File: src/rtl/kernel_jacobi_2d_mul_pipe.sv
// kernel_jacobi_2d_mul_pipe
//   Pipelined integer multiplier with valid/ready handshake, clock enable and
//   global stall. Operands are captured in stage 0, the full product is formed
//   between stage 0 and stage 1, and the remaining stages only retime the
//   result. With NUM_STAGE=1 the product is registered directly from the inputs.
//
// Ports
//   clk       : clock, rising edge
//   reset     : asynchronous active-high reset
//   ce        : clock enable; 0 freezes every register and forces in_ready=0
//   in_valid  : operand pair valid
//   in_ready  : operand pair accepted this cycle when in_valid is also high
//   din0/din1 : operands a (din0_WIDTH) and b (din1_WIDTH)
//   out_valid : dout holds a valid result
//   out_ready : consumer takes dout this cycle
//   dout      : product, truncated or extended to dout_WIDTH
module kernel_jacobi_2d_mul_pipe #(
  parameter int unsigned ID         = 32'd1,
  parameter int unsigned NUM_STAGE  = 32'd3,
  parameter int unsigned din0_WIDTH = 32'd10,
  parameter int unsigned din1_WIDTH = 32'd11,
  parameter int unsigned dout_WIDTH = 32'd20,
  parameter bit          SIGNED     = 1'b0
) (
  input  logic                  clk,
  input  logic                  reset,
  input  logic                  ce,
  input  logic                  in_valid,
  output logic                  in_ready,
  input  logic [din0_WIDTH-1:0] din0,
  input  logic [din1_WIDTH-1:0] din1,
  output logic                  out_valid,
  input  logic                  out_ready,
  output logic [dout_WIDTH-1:0] dout
);

  localparam int unsigned PW = din0_WIDTH + din1_WIDTH;
  localparam int unsigned EW = (dout_WIDTH > PW) ? dout_WIDTH : PW;

  if (NUM_STAGE < 1 || NUM_STAGE > 8) begin : g_bad_stage
    $error("kernel_jacobi_2d_mul_pipe ID %0d: NUM_STAGE=%0d outside 1..8", ID, NUM_STAGE);
  end

  // Both operands are extended to the full product width so a single
  // PW x PW multiply (kept to PW bits) yields the exact signed or unsigned
  // product; the result is then extended to EW and cut to dout_WIDTH, which
  // covers both wrap-around truncation and zero/sign extension.
  function automatic logic [dout_WIDTH-1:0] mul_fit(input logic [din0_WIDTH-1:0] a,
                                                    input logic [din1_WIDTH-1:0] b);
    logic [PW-1:0] ax;
    logic [PW-1:0] bx;
    logic [PW-1:0] p;
    logic [EW-1:0] pe;
    ax = {{din1_WIDTH{SIGNED & a[din0_WIDTH-1]}}, a};
    bx = {{din0_WIDTH{SIGNED & b[din1_WIDTH-1]}}, b};
    p  = ax * bx;
    pe = {EW{SIGNED & p[PW-1]}};
    pe[PW-1:0] = p;
    return pe[dout_WIDTH-1:0];
  endfunction

  logic                 adv;
  logic [NUM_STAGE-1:0] vld_q;
  logic [NUM_STAGE-1:0] vld_d;

  // One global advance: the whole pipe shifts only when the output slot is
  // free or being drained, so bubbles stay in place and are never collapsed.
  assign adv       = ce & (~vld_q[NUM_STAGE-1] | out_ready);
  assign in_ready  = adv;
  assign out_valid = vld_q[NUM_STAGE-1];

  always_comb begin
    vld_d = vld_q;
    if (adv) begin
      vld_d[0] = in_valid;
      for (int unsigned i = 1; i < NUM_STAGE; i++) begin
        vld_d[i] = vld_q[i-1];
      end
    end
  end

  always_ff @(posedge clk or posedge reset) begin
    if (reset) vld_q <= '0;
    else       vld_q <= vld_d;
  end

  // Data registers load only alongside a valid bit, so from reset until the
  // first result the output data stays at zero.
  if (NUM_STAGE == 1) begin : g_single
    logic [dout_WIDTH-1:0] res_q;

    always_ff @(posedge clk or posedge reset) begin
      if (reset)                 res_q <= '0;
      else if (adv && in_valid)  res_q <= mul_fit(din0, din1);
    end

    assign dout = res_q;
  end else begin : g_multi
    logic [din0_WIDTH-1:0] a_q;
    logic [din1_WIDTH-1:0] b_q;
    logic [dout_WIDTH-1:0] res_q [1:NUM_STAGE-1];

    always_ff @(posedge clk or posedge reset) begin
      if (reset) begin
        a_q <= '0;
        b_q <= '0;
        for (int unsigned i = 1; i < NUM_STAGE; i++) begin
          res_q[i] <= '0;
        end
      end else if (adv) begin
        if (in_valid) begin
          a_q <= din0;
          b_q <= din1;
        end
        if (vld_q[0]) res_q[1] <= mul_fit(a_q, b_q);
        for (int unsigned i = 2; i < NUM_STAGE; i++) begin
          if (vld_q[i-1]) res_q[i] <= res_q[i-1];
        end
      end
    end

    assign dout = res_q[NUM_STAGE-1];
  end

endmodule

File: config.mk
export PLATFORM = sky130hd
export DESIGN_NAME = kernel_jacobi_2d_mul_pipe
export DESIGN_NICKNAME = d
export VERILOG_FILES = /design/src/rtl/kernel_jacobi_2d_mul_pipe.sv
export SDC_FILE = /design/constraint.sdc
export NUM_CORES = 1
export LEC_CHECK = 0
export ABC_CLOCK_PERIOD_IN_PS = 5700
export BUFFER_PORTS_ARGS = -buffer_cell sky130_fd_sc_hd__buf_2
export CORE_MARGIN = 4
export CORE_UTILIZATION = 32
export DETAILED_ROUTE_END_ITERATION = 10
export PLACE_DENSITY_LB_ADDON = 0.12
export RECOVER_POWER = 100
export SYNTH_ARGS = -nofsm -noshare
export SYNTH_HDL_FRONTEND = slang
export SYNTH_SLANG_ARGS = --single-unit
export TNS_END_PERCENT = 50
File: constraint.sdc
create_clock -name clk -period 5.7 [get_ports clk]
set_input_delay 0.285 -clock clk [delete_from_list [all_inputs] [get_ports clk]]
set_output_delay 0.285 -clock clk [all_outputs]
set_load 0.005 [all_outputs]
==> results.md, run 1 <==
- TritonRoute pass-1 iters: 4
- Setup ws final: 0.4031 ns
- CP arrival: 5.51 ns
- Netlist cell types: 43
- Hold Crit Start: din0[6]
- I/O Pins: 48
- Clk pin slew, worst setup/hold paths: 0.06 ns
- CTS Hold Bufs: 0
- DP Area: 6352 um^2
- Min Clock Period, post-route: 5.297 ns
- Sequential fraction of the synthesis area: 0.2635
- CP max FO: 7
- Tot GR Track Use: 0.1341
- Highest Clock Rate: 188.8 MHz
- Grt ovf: 0
- Fin nets: 766
- Mean post-synth cell area: 10.01 um^2
- WP buf/inv: 4
- Rows: 50
- Ant diodes: 0
- Hold WC Path Type: input pin to flip-flop
- Final Hold Fails: 0
- WL/cell: 15.72 um
- GPL Wtd Cong: 0.7894
- Relative slew slack: -1.458
- Max Cap Viol: 2
- Most used DFF post-synth: dfrtp_1
- Initial antenna violation count: 0
- Fraction of layout cells with a size suffix above 1: 0.1653
- Core box area: 18710 um^2
- Register-to-Register Path Depth: 17
- Endpoint, Worst Hold: g_multi.a_q[6]
- Syn_nets: 755
- RSZ-0062 raised after global routing: no
- DRT iter0 DRCs: 105
- Status: finished, violations left
- Post-detailed-route count of antenna-violating nets: 0
- CP startpoint kind: flip-flop
- Max clock buf depth: 2
- Post-route clock period utilization: 0.9293
- Hold Crit Depth: 2
- Vias in the first global route: 4346
- CP Class: flip-flop to flip-flop
- Reg-to-reg endpoint: g_multi.res_q[39]
- Final HPWL DP: 10.56 mm
- Post-CTS setup buffer count: 0
- Slew @ Worst Pin: 3.688 ns
- Most frequent CP cell: fa_1
- Worst path cell trace: clkbuf_1, nand2_1, fa_1, inv_1, fa_1, ha_1, fa_1, inv_1, fa_1, inv_1, ha_1, o211ai_1, o21bai_1, o2111ai_1, o21ai_2, a2111oi_0, or3_1
- Mapped Cells: 607
- Fin util: 0.3524
- Skew final: 0.005009 ns
- Asr flop ratio synth: 1.000
- CP max stage cell: fa_1
- Crit. End Element: flip-flop
- Area grow syn2layout: 8.462%
- Area of the mapped netlist: 6077 um^2
- Post-synth EDFFs: 0
- Clock latency at the later pin of the worst-skew pair: 0.34 ns
- Sum of negative setup slack: 0 ns
- Via density: 4.768
- FF-to-FF Start: g_multi.a_q[1]
- Reg2reg setup slack: 0.40 ns
- Delay-heaviest family, CP: adder cells
- Slew Limit Fails: 88
- CTS root buffer: clkbuf_16
- CTS tree: yes
- First-pass GRT wire length: 22.71 mm
- Pre-CTS setup slack: 0.5030 ns
- CTS buffer count: 9
- Die area: 21260 um^2
- Final setup fails: 0
- Fin area: 6591 um^2
- Die X: 145.8 um
- Largest net degree at the start of global routing: 65
- Via Count: 4086
- PostCTS Resize Cnt: 0
- Initial core utilization: 0.3249
- Synth warnings: 0
- Die H: 145.8 um
- H-tree level count: 3
- Required time worst endpoint: 5.92 ns
- Drt drc: 0
- # port buffers: 47
- Worst path max stage delay: 0.55 ns
- Register bit total from synthesis: 64
- Failing checks: max-capacitance violations, max-slew violations
- Number of clock sinks: 64
- Routed WL: 13.47 mm
layer usage:
metal / routed length, um / part of all wire / vias up / global-route usage
met5: 0 / 0 / - / 0
met4: 214 / 0.016 / 0 / 0.04131
met3: 391 / 0.029 / 13 / 0.02741
met2: 6903 / 0.51 / 48 / 0.2228
met1: 5964 / 0.44 / 2103 / 0.1765
li1: - / - / 1922 / -
through the flow:
| step | hold slack [ns] | instances |
|---|---|---|
| floorplan | 0.4354 | 607 |
| global route | 0.1598 | 857 |
| finish | 0.1737 | 857 |
| CTS | 0.1540 | 857 |
| detailed placement | 0.4630 | 841 |
| global placement | 0.4616 | 841 |
layout make-up:
| cell class | count | area (um^2) |
|---|---|---|
| clock buffers | 10 | 239.0 |
| clock inverters | 6 | 42.54 |
| fillers | 1941 | 12110 |
| inverters | 83 | 311.5 |
| multi-input cells | 407 | 3849 |
| flip-flops and latches | 64 | 1602 |
| well taps | 234 | 292.8 |
| repair buffers | 53 | 255.2 |
layout by cell type, fill, tap and decap left out, drive strengths merged, types with 2 or more instances in the layout:
| master | count |
|---|---|
| buf | 41 |
| nor3 | 3 |
| dfrtp | 64 |
| fa | 69 |
| nand2b | 2 |
| and2 | 48 |
| clkinv | 4 |
| xor2 | 7 |
| nand4 | 3 |
| clkinvlp | 2 |
| o31a | 2 |
| inv | 83 |
| o22ai | 3 |
| o21ai | 22 |
| mux2 | 44 |
| clkbuf | 22 |
| nand2 | 94 |
| ha | 53 |
| mux2i | 2 |
| nor2 | 7 |
| a21oi | 11 |
| a21o | 4 |
| a211oi | 5 |
| xnor2 | 10 |
| nand3 | 3 |
state kept, by name, indices dropped and copies added, names as in the netlist:
name and cells:
dout 20, g_multi.a_q 10, g_multi.b_q 11, g_multi.res_q 20, vld_q 3
cell families after synthesis:
logic type | synth area share
and+or+nand+nor | 0.1297
buffers and inverters | 0.1003
adders and majority gates | 0.3364
DFF | 0.2635
AOI/OAI and AO/OA | 0.06074
muxes | 0.08483
xor gates and xnor gates | 0.02450
worst register-to-register path, cell delays in order, from the launching register on:
cell and delay, ns:
dfrtp_1 0.50, clkbuf_1 0.28, nand2_1 0.12, fa_1 0.55, inv_1 0.05, fa_1 0.45, ha_1 0.30, fa_1 0.48
inv_1 0.05, fa_1 0.47, inv_1 0.04, ha_1 0.34, o211ai_1 0.11, o21bai_1 0.29, o2111ai_1 0.25, o21ai_2 0.33
a2111oi_0 0.16, or3_1 0.40
cell usage after synthesis, types with 2 or more instances:
master | instances | area share
buf_4 | 22 | 0.027
dfrtp_1 | 64 | 0.26
xor2_1 | 7 | 0.010
buf_2 | 7 | 0.0058
nor3_1 | 3 | 0.0025
nand3_1 | 3 | 0.0025
a21oi_1 | 11 | 0.0091
nor2_1 | 7 | 0.0043
and2_1 | 48 | 0.049
nand2b_1 | 2 | 0.0021
a21o_1 | 4 | 0.0049
inv_1 | 83 | 0.051
nand4_1 | 3 | 0.0031
nand2_1 | 94 | 0.058
xnor2_1 | 10 | 0.014
fa_1 | 69 | 0.23
clkbuf_1 | 23 | 0.014
mux2i_1 | 2 | 0.0033
o22ai_1 | 3 | 0.0031
mux2_2 | 44 | 0.082
ha_1 | 53 | 0.11
a211oi_1 | 5 | 0.0062
o21ai_0 | 20 | 0.016
worst max-delay path by stage:
stage              startpoint                end  slack (ns)  cells past startpoint
4_1_cts        g_multi.b_q[6]  g_multi.res_q[39]        0.48                     18
6_report       g_multi.a_q[1]  g_multi.res_q[39]        0.40                     17
3_5_place_dp   g_multi.b_q[6]  g_multi.res_q[39]        0.50                     18
5_1_grt        g_multi.a_q[1]  g_multi.res_q[39]        0.09                     17
2_1_floorplan  g_multi.a_q[1]  g_multi.res_q[39]        0.85                     19
3_3_place_gp   g_multi.b_q[6]  g_multi.res_q[39]        0.63                     18
Power of run 1 is left out: the tool's default activity adds up to more than one toggle a clock period on the data nets, which glitch-free logic cannot reach.
==> inputs of run 2 (changes only) <==
--- a/config.mk
+++ b/config.mk
@@ -5,6 +5,7 @@
 export SDC_FILE = /design/constraint.sdc
 export NUM_CORES = 1
 export LEC_CHECK = 0
+export ABC_AREA = 1
 export ABC_CLOCK_PERIOD_IN_PS = 5700
 export BUFFER_PORTS_ARGS = -buffer_cell sky130_fd_sc_hd__buf_2
 export CORE_MARGIN = 4
==> results.md, run 2 <==
- FF-to-FF Start: g_multi.a_q[2] (was g_multi.a_q[1])
- Post-synth EDFFs: 0 (unchanged)
- Mapped Cells: 775 (was 607)
- CTS Hold Bufs: 0 (unchanged)
- Status: finished, violations left (unchanged)
- Syn_nets: 923 (was 755)
- Register bit total from synthesis: 64 (unchanged)
- Fraction of layout cells with a size suffix above 1: 0.1198 (was 0.1653)
- Hold Crit Start: din0[3] (was din0[6])
- Via Count: 4650 (was 4086)
- Fillers: 2105 (was 1941)
- Die H: 149.4 um (was 145.8 um)
- CP startpoint kind: flip-flop (unchanged)
- Vias in the first global route: 5099 (was 4346)
- Initial antenna violation count: 0 (unchanged)
- Highest Clock Rate: 203.0 MHz (was 188.8 MHz)
- Finished Layout Cells: 1058 (was 857)
- Synth top area share: 0.2502 (was 0.2635)
- Clk pin slew, worst setup/hold paths: 0.07 ns (was 0.06 ns)
- Final setup fails: 0 (unchanged)
- GPL Wtd Cong: 0.8299 (was 0.7894)
- CP max FO: 12 (was 7)
- Cells after DPL: 1042 (was 841)
- CP Class: flip-flop to flip-flop (unchanged)
- Area grow syn2layout: 8.465% (was 8.462%)
- Most used DFF post-synth: dfrtp_1 (unchanged)
- Rows: 51 (was 50)
- TritonRoute pass-1 iters: 4 (unchanged)
- Required time worst endpoint: 5.92 ns (about the same)
- Min Clock Period, post-route: 4.927 ns (was 5.297 ns)
- WHS: 0.1671 ns (was 0.1737 ns)
- CP startpoint: g_multi.a_q[2] (was g_multi.a_q[1])
- Commonest cells after routing, fill and taps aside: 225 x nand2_1, 170 x inv_1, 69 x fa_1 (was 94 x nand2_1, 82 x inv_1, 69 x fa_1)
- Synth warnings: 0 (unchanged)
- Drt drc: 0 (unchanged)
- Fin nets: 936 (was 766)
- Slew @ Worst Pin: 3.482 ns (was 3.688 ns)
- Crit. End Element: flip-flop (unchanged)
- GR Util met2: 0.2385 (was 0.2228)
- Asr flop ratio synth: 1.000 (unchanged)
- # port buffers: 47 (unchanged)
- WL/cell: 13.63 um (was 15.72 um)
- Max Cap Viol: 1 (was 2)
- Max clock buf depth: 2 (unchanged)
- DRT iter0 DRCs: 196 (was 105)
- Hold WC Path Type: input pin to flip-flop (unchanged)
- CTS buffer count: 9 (unchanged)
- Netlist cell types: 31 (was 43)
- Area of the mapped netlist: 6400 um^2 (was 6077 um^2)
- Final HPWL DP: 11.42 mm (was 10.56 mm)
- Post-synth top area cell: dfrtp_1 (unchanged)
- CP arrival: 5.15 ns (was 5.51 ns)
- RSZ-0062 raised after global routing: no (unchanged)
- Clock latency at the later pin of the worst-skew pair: 0.35 ns (was 0.34 ns)
- Core box area: 19590 um^2 (was 18710 um^2)
- H-tree level count: 3 (unchanged)
- Die X: 149.4 um (was 145.8 um)
- Post-CTS setup buffer count: 0 (unchanged)
- Slew Limit Fails: 65 (was 88)
- Post-route clock period utilization: 0.8643 (was 0.9293)
- Largest net degree at the start of global routing: 65 (unchanged)
- Die area: 22330 um^2 (was 21260 um^2)
- Skew final: 0.01414 ns (was 0.005009 ns)
- Sequential fraction of the synthesis area: 0.2502 (was 0.2635)
- Ant diodes: 0 (unchanged)
- Tot GR Track Use: 0.1427 (was 0.1341)
- CTS root buffer: clkbuf_16 (unchanged)
- Commonest cells in the netlist: 222 x nand2_1, 169 x inv_1, 69 x fa_1 (was 94 x nand2_1, 83 x inv_1, 69 x fa_1)
- Routed WL: 14.42 mm (was 13.47 mm)
- Number of clock sinks: 64 (unchanged)
- I/O Pins: 48 (unchanged)
- Grt ovf: 0 (unchanged)
- GR Layer Usage met3: 0.03271 (was 0.02741)
- DP Area: 6705 um^2 (was 6352 um^2)
- Most common cell after layout, fill and taps aside: nand2_1 (unchanged)
- Mean post-synth cell area: 8.258 um^2 (was 10.01 um^2)
- Post-detailed-route count of antenna-violating nets: 0 (unchanged)
- PostCTS Resize Cnt: 0 (unchanged)
- Relative slew slack: -1.321 (was -1.458)
- Final Hold Fails: 0 (unchanged)
- CTS tree: yes (unchanged)
- Via density: 4.395 (was 4.768)
- M1 GR Usage: 0.1889 (was 0.1765)
- Area contributors post-synth: dfrtp_1 25%, fa_1 22%, nand2_1 13%, ha_1 10%, inv_1 9.9% (was dfrtp_1 26%, fa_1 23%, ha_1 11%, mux2_2 8.2%, nand2_1 5.8%)
- Failing checks: max-capacitance violations, max-slew violations (unchanged)
- First-pass GRT wire length: 25.17 mm (was 22.71 mm)
- Layer with the highest usage: met2 (unchanged)
- Sum of negative setup slack: 0 ns (unchanged)
- Fin area: 6942 um^2 (was 6591 um^2)
- Initial core utilization: 0.3267 (was 0.3249)
- Top-count cell post-synth: nand2_1 (unchanged)
-- run 2: kinds of logic (layout without fill, tap and decap cells) --
kind of cell,count (synthesis),count (layout),share of synthesized area
AND/OR/NAND/NOR,293,293,0.1885
multiplexers,32,32,0.05630
buffers and inverters,220,238,0.1458
adder cells (fa/ha/maj),122,122,0.3195
AO/OA/AOI/OAI,42,42,0.03695
flip-flops,64,64,0.2502
XOR/XNOR,2,2,0.002738
-- run 2: area by class of cell --
class | instances | area, um^2 | area share
Inverter | 171 | 641.9 | 0.09247
Multi-Input combinational cell | 491 | 3840 | 0.5532
Timing Repair Buffer | 51 | 244.0 | 0.03515
Clock inverter | 6 | 43.79 | 0.006309
Sequential cell | 64 | 1602 | 0.2307
Tap cell | 265 | 331.6 | 0.04776
Clock buffer | 10 | 239.0 | 0.03443
-- run 2: per-layer routing --
layer  wire length, um  vias to the layer above
met3               749                       14
met4               170                        0
met5                 0                        -
li1                  -                     2329
met1              6694                     2224
met2              6803                       83
-- run 2: worst max-delay path: stages, from the launching register on --
cell     delay [ns]
dfrtp_1        0.71
nand2_1        0.15
fa_1           0.52
inv_1          0.05
fa_1           0.49
inv_1          0.05
fa_1           0.53
inv_1          0.05
fa_1           0.47
inv_1          0.05
fa_1           0.47
inv_1          0.04
ha_1           0.34
nand2_1        0.12
nor2_1         0.18
and2_2         0.18
nand3_1        0.11
nand3_1        0.11
nand2_1        0.05
nand3_1        0.08
nand2_1        0.06
-- run 2: final timing paths --
check | to | slack [ns] | cells past startpoint
max | g_multi.res_q[39] | 0.77 | 20
min reg2reg | dout[3] | 0.48 | 2
max in group asynchronous | dout[13] | 2.46 | 3
min | g_multi.a_q[3] | 0.17 | 2
min in group asynchronous | g_multi.res_q[20] | 1.28 | 3
max reg2reg | g_multi.res_q[39] | 0.77 | 20
-- run 2: per-stage QoR --
step | util | setup WS (ns)
final | 0.3543 | 0.7735
after global routing | 0.3543 | 0.3871
after CTS | 0.3567 | 0.8263
after detailed placement | 0.3423 | 0.8442
after global placement | 0.3423 | 0.8620
after floorplan | - | 1.108
Power of run 2 is left out for the same reason.
==> inputs of run 3 (changes only) <==
--- a/config.mk
+++ b/config.mk
@@ -6,7 +6,7 @@
 export NUM_CORES = 1
 export LEC_CHECK = 0
 export ABC_AREA = 1
-export ABC_CLOCK_PERIOD_IN_PS = 5700
+export ABC_CLOCK_PERIOD_IN_PS = 4250
 export BUFFER_PORTS_ARGS = -buffer_cell sky130_fd_sc_hd__buf_2
 export CORE_MARGIN = 4
 export CORE_UTILIZATION = 32
==> constraint.sdc (replaced) <==
create_clock -name clk -period 4.25 [get_ports clk]
set_input_delay 1.0625 -clock clk [delete_from_list [all_inputs] [get_ports clk]]
set_output_delay 1.0625 -clock clk [all_outputs]
set_load 0.005 [all_outputs]
==> results.md, run 3 (synthesized netlist as in run 2, its figures left out) <==
- CP Class: flip-flop to flip-flop (unchanged)
- Skew final: 0.01003 ns (was 0.01414 ns)
- Die H: 149.4 um (unchanged)
- Final setup fails: 10 (was 0)
- H-tree level count: 3 (unchanged)
- CP arrival: 4.67 ns (was 5.15 ns)
- Required time worst endpoint: 4.51 ns (was 5.92 ns)
- Hold WC Path Type: flip-flop to flip-flop (was input pin to flip-flop)
- Final Hold Fails: 0 (unchanged)
- Max Cap Viol: 1 (unchanged)
- CTS root buffer: clkbuf_16 (unchanged)
- Rows: 51 (unchanged)
- Sum of negative setup slack: -1.132 ns (was 0 ns)
- Commonest cells after routing, fill and taps aside: 213 x nand2_1, 164 x inv_1, 81 x buf_4 (was 225 x nand2_1, 170 x inv_1, 69 x fa_1)
- Worst path max stage delay: 0.60 ns (was 0.71 ns)
- Routed WL: 15.75 mm (was 14.42 mm)
- CTS Hold Bufs: 0 (unchanged)
- Worst path cell trace: buf_12, buf_4, nand2_1, inv_1, fa_1, inv_1, fa_1, fa_1, inv_1, fa_1, ha_4, ha_4, nand2_1, inv_2, nand2_1, nand2_1, a21oi_1, nand3_2, nand2_1, nand3_1, nand2_1 (was nand2_1, fa_1, inv_1, fa_1, inv_1, fa_1, inv_1, fa_1, inv_1, fa_1, inv_1, ha_1, nand2_1, nor2_1, and2_2, nand3_1, nand3_1, nand2_1, nand3_1, nand2_1)
- Highest Clock Rate: 227.0 MHz (was 203.0 MHz)
- Number of clock sinks: 64 (unchanged)
- Slew @ Worst Pin: 1.991 ns (was 3.482 ns)
- Failing checks: max-capacitance violations, max-slew violations, negative setup slack (was max-capacitance violations, max-slew violations)
- Delay-heaviest family, CP: adder cells (unchanged)
- Largest net degree at the start of global routing: 49 (was 65)
- Via density: 4.414 (was 4.395)
- Fin nets: 1020 (was 936)
- Die X: 149.4 um (unchanged)
- Crit. End Element: flip-flop (unchanged)
- Post-detailed-route count of antenna-violating nets: 0 (unchanged)
- CP startpoint kind: flip-flop (unchanged)
- Final HPWL DP: 12.85 mm (was 11.42 mm)
- CP max stage cell: fa_1 (was dfrtp_1)
- CTS tree: yes (unchanged)
- Relative slew slack: -0.3290 (was -1.321)
- RSZ-0062 raised after global routing: yes (was no)
- Slew Limit Fails: 49 (was 65)
- DRT iter0 DRCs: 208 (was 196)
- Initial antenna violation count: 0 (unchanged)
- CTS buffer count: 9 (unchanged)
- Post-route clock period utilization: 1.036 (was 0.8643)
- Most frequent CP cell: nand2_1
- GPL Wtd Cong: 0.8311 (was 0.8299)
- Pre-CTS setup slack: -0.3295 ns (was 0.8442 ns)
- Drt drc: 0 (unchanged)
- Status: finished, violations left (unchanged)
- Area grow syn2layout: 24.56% (was 8.465%)
- CP max FO: 5 (was 12)
- I/O Pins: 48 (unchanged)
- Max clock buf depth: 2 (unchanged)
- Via Count: 5036 (was 4650)
- Setup ws final: -0.1545 ns (was 0.7735 ns)
- Die area: 22330 um^2 (unchanged)
- Core box area: 19590 um^2 (unchanged)
- # port buffers: 47 (unchanged)
- Ant diodes: 0 (unchanged)
- First-pass GRT wire length: 27.12 mm (was 25.17 mm)
- Clock latency at the later pin of the worst-skew pair: 0.33 ns (was 0.35 ns)
- Most common cell after layout, fill and taps aside: nand2_1 (unchanged)
- Initial core utilization: 0.3267 (unchanged)
- Grt ovf: 0 (unchanged)
- Tot GR Track Use: 0.1535 (was 0.1427)
- Clk pin slew, worst setup/hold paths: 0.06 ns (was 0.07 ns)
- Min Clock Period, post-route: 4.404 ns (was 4.927 ns)
- WP buf/inv: 6 (was 5)
- Vias in the first global route: 5429 (was 5099)
- WL/cell: 13.80 um (was 13.63 um)
- TritonRoute pass-1 iters: 4 (unchanged)
- Fraction of layout cells with a size suffix above 1: 0.2808 (was 0.1198)
run 3: area by class of cell:
cell class	instances	area (um^2)
clock inverter	3	65.06
multi-input combinational	491	4143
timing repair buffer	135	913.4
fill	2011	11620
sequential	64	1620
clock buffer	12	256.5
tap	265	331.6
inverter	171	641.9
run 3: metrics by stage:
| stage | utilization | hold WS (ns) | instance area (um^2) | instances |
|---|---|---|---|---|
| 2_1_floorplan | - | 0.4452 | 6544 | 775 |
| 3_3_place_gp | 0.3716 | 0.4681 | 7279 | 1105 |
| 3_5_place_dp | 0.3716 | 0.4687 | 7279 | 1105 |
| 4_1_cts | 0.3968 | 0.4824 | 7774 | 1133 |
| 5_1_grt | 0.4069 | 0.4983 | 7971 | 1141 |
| 6_report | 0.4069 | 0.4756 | 7971 | 1141 |
run 3: worst paths after layout:
kind                              startpoint                 to  cells after the start  slack, ns
setup / recovery              g_multi.a_q[6]  g_multi.res_q[39]                     21      -0.15
hold / removal             g_multi.res_q[32]  g_multi.res_q[32]                      2       0.48
setup reg to reg              g_multi.a_q[6]  g_multi.res_q[39]                     21      -0.15
hold reg to reg            g_multi.res_q[32]  g_multi.res_q[32]                      2       0.48
max in group asynchronous              reset  g_multi.res_q[21]                      3       1.36
min in group asynchronous              reset           dout[14]                      2       1.38
run 3: per-layer routing:
metal / GRT usage / vias to the layer above / share of wire
met3: 0.02483 / 15 / 0.033
met4: 0.03341 / 0 / 0.013
met1: 0.2059 / 2471 / 0.47
met5: 0 / - / 0
met2: 0.2627 / 64 / 0.48
li1: - / 2486 / -
run 3: tightest hold or removal path: cells and delay by family (launching register included):
kind	cells	cell delay (ns)
and+or+nand+nor	2	0.11
DFF	1	0.33
run 3: repair_timing:
item                                   in CTS  in global routing
setup endpoints to repair                  13                 13
endpoints found under the hold margin       0                  0
setup buffers                              13                  8
pin swaps                                   6                 16
resized for setup                          26                 41
Power of run 3 is left out for the same reason.
